### src/rtl/fifo_pkg.sv
`default_nettype none
// ============================================================================
// Module      : fifo_pkg
// Description : Shared constants and width helpers for the extended FIFO.
// Revision    : 1.0 - initial release
// ============================================================================
package fifo_pkg;

    localparam int FIFO_MODE_STD  = 0;
    localparam int FIFO_MODE_FWFT = 1;

    function automatic int fifo_addr_w(input int depth);
        return (depth <= 1) ? 1 : $clog2(depth);
    endfunction

    // One extra bit so the count can represent DEPTH itself.
    function automatic int fifo_cnt_w(input int depth);
        return fifo_addr_w(depth) + 1;
    endfunction

endpackage
`default_nettype wire

### src/rtl/fifo_ram.sv
`default_nettype none
// ============================================================================
// Module      : fifo_ram
// Description : Simple dual-port RAM, synchronous write, asynchronous read.
// Revision    : 1.0 - initial release
// ============================================================================
module fifo_ram #(
    parameter int WIDTH  = 32,
    parameter int DEPTH  = 64,
    parameter int ADDR_W = 6
) (
    input  logic              clk,
    input  logic              i_we,
    input  logic [ADDR_W-1:0] i_waddr,
    input  logic [WIDTH-1:0]  i_wdata,
    input  logic [ADDR_W-1:0] i_raddr,
    output logic [WIDTH-1:0]  o_rdata
);

    logic [WIDTH-1:0] mem [DEPTH];

    always_ff @(posedge clk) begin
        if (i_we) begin
            mem[i_waddr] <= i_wdata;
        end
    end

    assign o_rdata = mem[i_raddr];

endmodule
`default_nettype wire

### src/rtl/fifo_mono_ext.sv
`default_nettype none
// ============================================================================
// Module      : fifo_mono_ext
// Description : Single-clock FIFO with occupancy count, almost flags, sticky
//               errors and selectable registered / fall-through output.
// Revision    : 1.0 - initial release
// ============================================================================
module fifo_mono_ext
    import fifo_pkg::*;
#(
    parameter int WIDTH    = 32,
    parameter int DEPTH    = 64,
    parameter int FWFT     = 0,
    parameter int AF_LEVEL = DEPTH - 2,
    parameter int AE_LEVEL = 2
) (
    input  logic                      ck,
    input  logic                      reset,
    input  logic                      write,
    input  logic [WIDTH-1:0]          input_dati,
    input  logic                      read,
    output logic [WIDTH-1:0]          output_dati,
    output logic                      output_valid,
    output logic                      full,
    output logic                      empty,
    output logic                      almost_full,
    output logic                      almost_empty,
    output logic [fifo_addr_w(DEPTH):0] count,
    output logic                      overflow,
    output logic                      underflow,
    input  logic                      clear_err
);

    localparam int c_addr_w = fifo_addr_w(DEPTH);
    localparam int c_cnt_w  = fifo_cnt_w(DEPTH);
    localparam logic [c_cnt_w-1:0] c_full_cnt = c_cnt_w'(DEPTH);
    localparam logic [c_cnt_w-1:0] c_af_cnt   = c_cnt_w'(AF_LEVEL);
    localparam logic [c_cnt_w-1:0] c_ae_cnt   = c_cnt_w'(AE_LEVEL);

    logic [c_addr_w-1:0] wp_q, wp_d;
    logic [c_addr_w-1:0] rp_q, rp_d;
    logic [c_cnt_w-1:0]  count_q, count_d;
    logic                overflow_q, overflow_d;
    logic                underflow_q, underflow_d;

    logic                w_empty;
    logic                w_full;
    logic                w_rd_acc;
    logic                w_wr_acc;
    logic [WIDTH-1:0]    w_ram_rdata;

    // A read frees a slot in the same cycle, so a full FIFO can still accept a write.
    always_comb begin
        w_empty  = (count_q == '0);
        w_full   = (count_q == c_full_cnt);
        w_rd_acc = read & ~w_empty;
        w_wr_acc = write & (~w_full | w_rd_acc);

        wp_d    = wp_q + c_addr_w'(w_wr_acc);
        rp_d    = rp_q + c_addr_w'(w_rd_acc);
        count_d = count_q + c_cnt_w'(w_wr_acc) - c_cnt_w'(w_rd_acc);

        overflow_d  = overflow_q;
        underflow_d = underflow_q;
        if (clear_err) begin
            overflow_d  = 1'b0;
            underflow_d = 1'b0;
        end
        if (write & ~w_wr_acc) begin
            overflow_d = 1'b1;
        end
        if (read & w_empty) begin
            underflow_d = 1'b1;
        end
    end

    always_ff @(posedge ck) begin
        if (!reset) begin
            wp_q        <= '0;
            rp_q        <= '0;
            count_q     <= '0;
            overflow_q  <= 1'b0;
            underflow_q <= 1'b0;
        end else begin
            wp_q        <= wp_d;
            rp_q        <= rp_d;
            count_q     <= count_d;
            overflow_q  <= overflow_d;
            underflow_q <= underflow_d;
        end
    end

    fifo_ram #(
        .WIDTH  (WIDTH),
        .DEPTH  (DEPTH),
        .ADDR_W (c_addr_w)
    ) u_ram (
        .clk     (ck),
        .i_we    (w_wr_acc & reset),
        .i_waddr (wp_q),
        .i_wdata (input_dati),
        .i_raddr (rp_q),
        .o_rdata (w_ram_rdata)
    );

    generate
        if (FWFT == FIFO_MODE_FWFT) begin : g_fwft
            assign output_dati  = w_ram_rdata;
            assign output_valid = ~w_empty;
        end else begin : g_std
            logic [WIDTH-1:0] dout_q, dout_d;
            logic             valid_q, valid_d;

            always_comb begin
                dout_d  = dout_q;
                valid_d = w_rd_acc;
                if (w_rd_acc) begin
                    dout_d = w_ram_rdata;
                end
            end

            always_ff @(posedge ck) begin
                if (!reset) begin
                    dout_q  <= '0;
                    valid_q <= 1'b0;
                end else begin
                    dout_q  <= dout_d;
                    valid_q <= valid_d;
                end
            end

            assign output_dati  = dout_q;
            assign output_valid = valid_q;
        end
    endgenerate

    assign empty        = w_empty;
    assign full         = w_full;
    assign almost_full  = (count_q >= c_af_cnt);
    assign almost_empty = (count_q <= c_ae_cnt);
    assign count        = count_q;
    assign overflow     = overflow_q;
    assign underflow    = underflow_q;

endmodule
`default_nettype wire

### config.mk
export PLATFORM = sky130hd
export DESIGN_NAME = fifo_mono_ext
export DESIGN_NICKNAME = d
export VERILOG_FILES = /design/src/rtl/fifo_pkg.sv /design/src/rtl/fifo_ram.sv /design/src/rtl/fifo_mono_ext.sv
export SDC_FILE = /design/constraint.sdc
export NUM_CORES = 2
export LEC_CHECK = 0
export CAP_MARGIN = 20
export CORE_MARGIN = 3
export CORE_UTILIZATION = 51
export CTS_CLUSTER_SIZE = 16
export DETAILED_ROUTE_END_ITERATION = 16
export PLACE_DENSITY = 0.78
export SLEW_MARGIN = 20
export SYNTH_ARGS = -nofsm -noshare
export SYNTH_HDL_FRONTEND = slang
export SYNTH_SLANG_ARGS = --single-unit
### constraint.sdc
create_clock -name ck -period 3.6 [get_ports ck]
set_clock_uncertainty 0.05 [all_clocks]
set_input_delay 0.72 -clock ck [delete_from_list [all_inputs] [get_ports ck]]
set_output_delay 0.72 -clock ck [all_outputs]
set_load 0.02 [all_outputs]
==> flow_summary.yaml <==
run_status:
  outcome: "finished clean"
global_routing:
  grt.overflow.total: 0
  grt_pass1_wl_mm: 299
  grt_pass1_vias: 41500
  antenna_found_initial: 13
  grt_max_degree: 65
  grt_usage_pct: 25.5
logic_synthesis:
  yosys.area.top_type: "edfxtp_1"
  synth_area_leaders: "edfxtp_1 76%, mux4_2 12%, mux2i_1 3.2%, dfxtp_1 1.3%, nor2_1 0.49%"
  postSynthCellCount: 3693
  synthFlopType: "edfxtp_1"
  synth_top_cell_area_share_pct: 76.4
  yosysSeqAreaShare_pct: 77.8
  ys.warnings.count: 0
  synth_nets: 3751
  synth_area_per_cell_um2: 21.8
  ys_async_sr_fraction_pct: 0
  ys_ff_latch: 2102
  syn_area_um2: 80500
  synth_edf_count: 2048
  synth_cell_types: 53
power:
  p_clk_share_pct: 36.3
  power_switching_share_pct: 24.6
  p_leak_nw: 28.3
  power_density_nw_per_um2: 613
  p_int_mw: 42.6
  switching_power_mw: 13.9
  p_seq_share_pct: 48.5
  pwr-share-comb_pct: 15.3
  irDropWorstVdd_uv: 493
sta:
  slew_violations: 0
  rsz0062_at_grt: "false"
  worst_slack_ns: 0.155
  setup_tns_ns: 0
  fin_hold_ws_ns: 0.251
  max_freq_mhz: 290
  timing.final.crit_share_pct: 95.7
  setup_viol: 0
  tightest_slew_ns: 1.11
  hold_viol: 0
  slew-limit-headroom_pct: 25.5
  finalCriticalPeriod_ns: 3.45
clock_network:
  cts_buffer_depth: 3
  clk-insertion-delay-late_ns: 0.83
  root_buffer: "clkbuf_16"
  clk_pin_slew_ns: 0.07
  postCtsSetupRepairBufs: 0
  cts_max_level: 4
  numCtsBuffers: 197
  clock-sinks: 2102
  cts_tree: "yes"
critical_path:
  cp-start-kind: "register"
  required_ns: 4.24
  r2r_start: "rp_q[0]"
  crit_buf_inv: 2
  timing.critical_path.mode_cell: "buf_4"
  cp_top_family: "flip-flops"
  reg2reg_to: "output_dati[27]"
  end_kind: "register"
  path_max_fanout: 22
  criticalPathCategory: "reg -> reg"
  cpMaxStageDelayCell: "dfxtp_4"
  critical_path_arrival_ns: 4.08
  path_cells: "buf_4, buf_4, mux4_2, mux2i_1, nor2_1, a2111oi_1, o31ai_1"
  rr_worst_depth: 7
  reg2reg_slack_ns: 0.15
  worst_path_largest_cell_delay_ns: 0.85
placement:
  port_buffers: 82
  hpwl_mm: 121
  place_ws_ns: 0.105
  place_congestion: 0.854
route:
  finalWirelength_mm: 206
  drt-pass1-iter-count: 7
  vias: 41200
  antenna_left: 0
  route.detailed.drc: 0
  avgViaCountPerCell: 6.57
  routedWlPerCell_um: 32.9
  dr.first_iter.drc_count: 5908
finish:
  nFillCells: 10500
  utilization_pct: 58.9
  drive_above_1_share_pct: 26.5
  register_area_um2: 62600
  syn_to_final_growth_pct: 14.6
  multi_input_area_um2: 17200
  nets: 4099
floorplan:
  io_pins: 83
  dieWidth_um: 403
  start_util_pct: 51.4
  fp-row-count: 145
  die_h_um: 403
  dieArea_um2: 163000
  core-area_um2: 157000
min_path:
  holdPathStages: 1
  hp-start: "input_dati[27]"
  hp-class: "in -> reg"
  min_to: "u_ram.mem[50][27]"
run:
  maxCapViolCount: 0
[cells in the mapped netlist, drive strengths merged, types with 2 or more instances]
master	number
o21bai	4
o211ai	5
xor2	4
a22o	8
or3	3
mux2	24
xnor2	8
a31oi	2
ha	20
a2111oi	13
o22ai	45
inv	18
dfxtp	54
nand2b	8
o221ai	38
and2	8
a22oi	42
a32oi	4
o41ai	2
a222oi	9
a21oi	59
nand3b	7
a211oi	48
nand4	2
or2	2
nand3	27
o21ai	52
a221o	7
mux2i	254
nor2b	16
clkbuf	69
a221oi	22
edfxtp	2048
mux4	432
buf	137
nor3	3
nor2	106
nand2	65
clkinv	2
o31ai	10
[layout make-up]
cell class	instances	share of cell area, %
well taps	2058	2.79
multi-input cells	1365	18.6
inverters	20	0.0814
flip-flops and latches	2102	67.9
diodes	1	0.00271
clock buffers	240	5.57
repair buffers	355	3.74
clock inverters	129	1.32
[per-layer routing]
metal	vias to the layer above	global-route usage [%]	wire length [um]	part of all wire, %
met5	-	0	41	0.020
met4	6	12.1	10800	5.2
li1	16300	-	-	-
met1	21500	34.5	74100	36
met3	548	4.96	21400	10
met2	2839	40.6	100000	48
[worst max path at each step]
stage / from / endpoint / slack (ns) / cells past startpoint
finish: rp_q[0] / output_dati[27] / 0.15 / 7
global route: rp_q[0] / output_dati[27] / 0.04 / 7
CTS: rp_q[0] / output_dati[27] / 0.02 / 7
detailed placement: rp_q[0] / output_dati[27] / 0.10 / 7
global placement: rp_q[0] / output_dati[27] / 0.20 / 7
floorplan: count[4] / u_ram.mem[62][0] / 0.14 / 8
[what timing repair did]
action | in CTS | in global routing
endpoints found under the setup margin | 0 | 1
hold endpoints to repair | 0 | 0
hold buffers | 0 | 0
resized for setup | 0 | 1
[through the flow]
step                      power (mW)  instances  cell area [um2]
after floorplan                 33.6       3693            80500
after global placement          36.4       5899            85800
after detailed placement        36.5       5899            85800
after CTS                       56.8       6268            92200
after global routing            58.2       6269            92200
final                           56.6       6270            92200
[power by group through the flow]
stage	logic (mW)	registers (mW)	clock network [mW]
6_report	8.63	27.4	20.5
5_1_grt	9.13	27.4	21.6
4_1_cts	8.70	27.4	20.7
3_5_place_dp	8.58	27.9	0
3_3_place_gp	8.45	27.9	0
2_1_floorplan	5.81	27.8	0
[flip-flops by register name, indices dropped and copies added (netlist names)]
| register | cells |
|---|---|
| u_ram.mem | 2048 |
| output_valid | 1 |
| overflow | 1 |
| output_dati | 32 |
| count | 7 |
| rp_q | 6 |
| wp_q | 6 |
| underflow | 1 |
[cells in the final DEF, fill, tap and decap left out, drive strengths merged, types with 9 or more instances in the layout]
master and instances:
a221oi 22, nor2 106, mux2i 254, ha 20
nand2 65, a2111oi 13, bufinv 18, mux4 432
edfxtp 2048, o221ai 38, clkbuf 240, a211oi 48
clkinv 96, buf 305, o22ai 45, a21oi 59
a22oi 42, mux2 24, nor2b 16, clkdlybuf4s50 50
o21ai 52, o31ai 10, nand3 27, a222oi 9
dfxtp 54, inv 29
[logic make-up (layout without fill, tap and decap cells)]
family                     Yosys count  after routing  synth area share [%]
adders and majority gates           21             21                 0.336
buffers and inverters              226            744                  1.54
muxes                              710            710                  15.6
xor gates and xnor gates            12             12                 0.131
and+or+nand+nor                    250            250                  1.39
DFF                               2102           2102                  77.8
AOI/OAI and AO/OA                  372            372                  3.24
other                                0              1                     0
No activity file was read; power rests on OpenSTA's default activity.
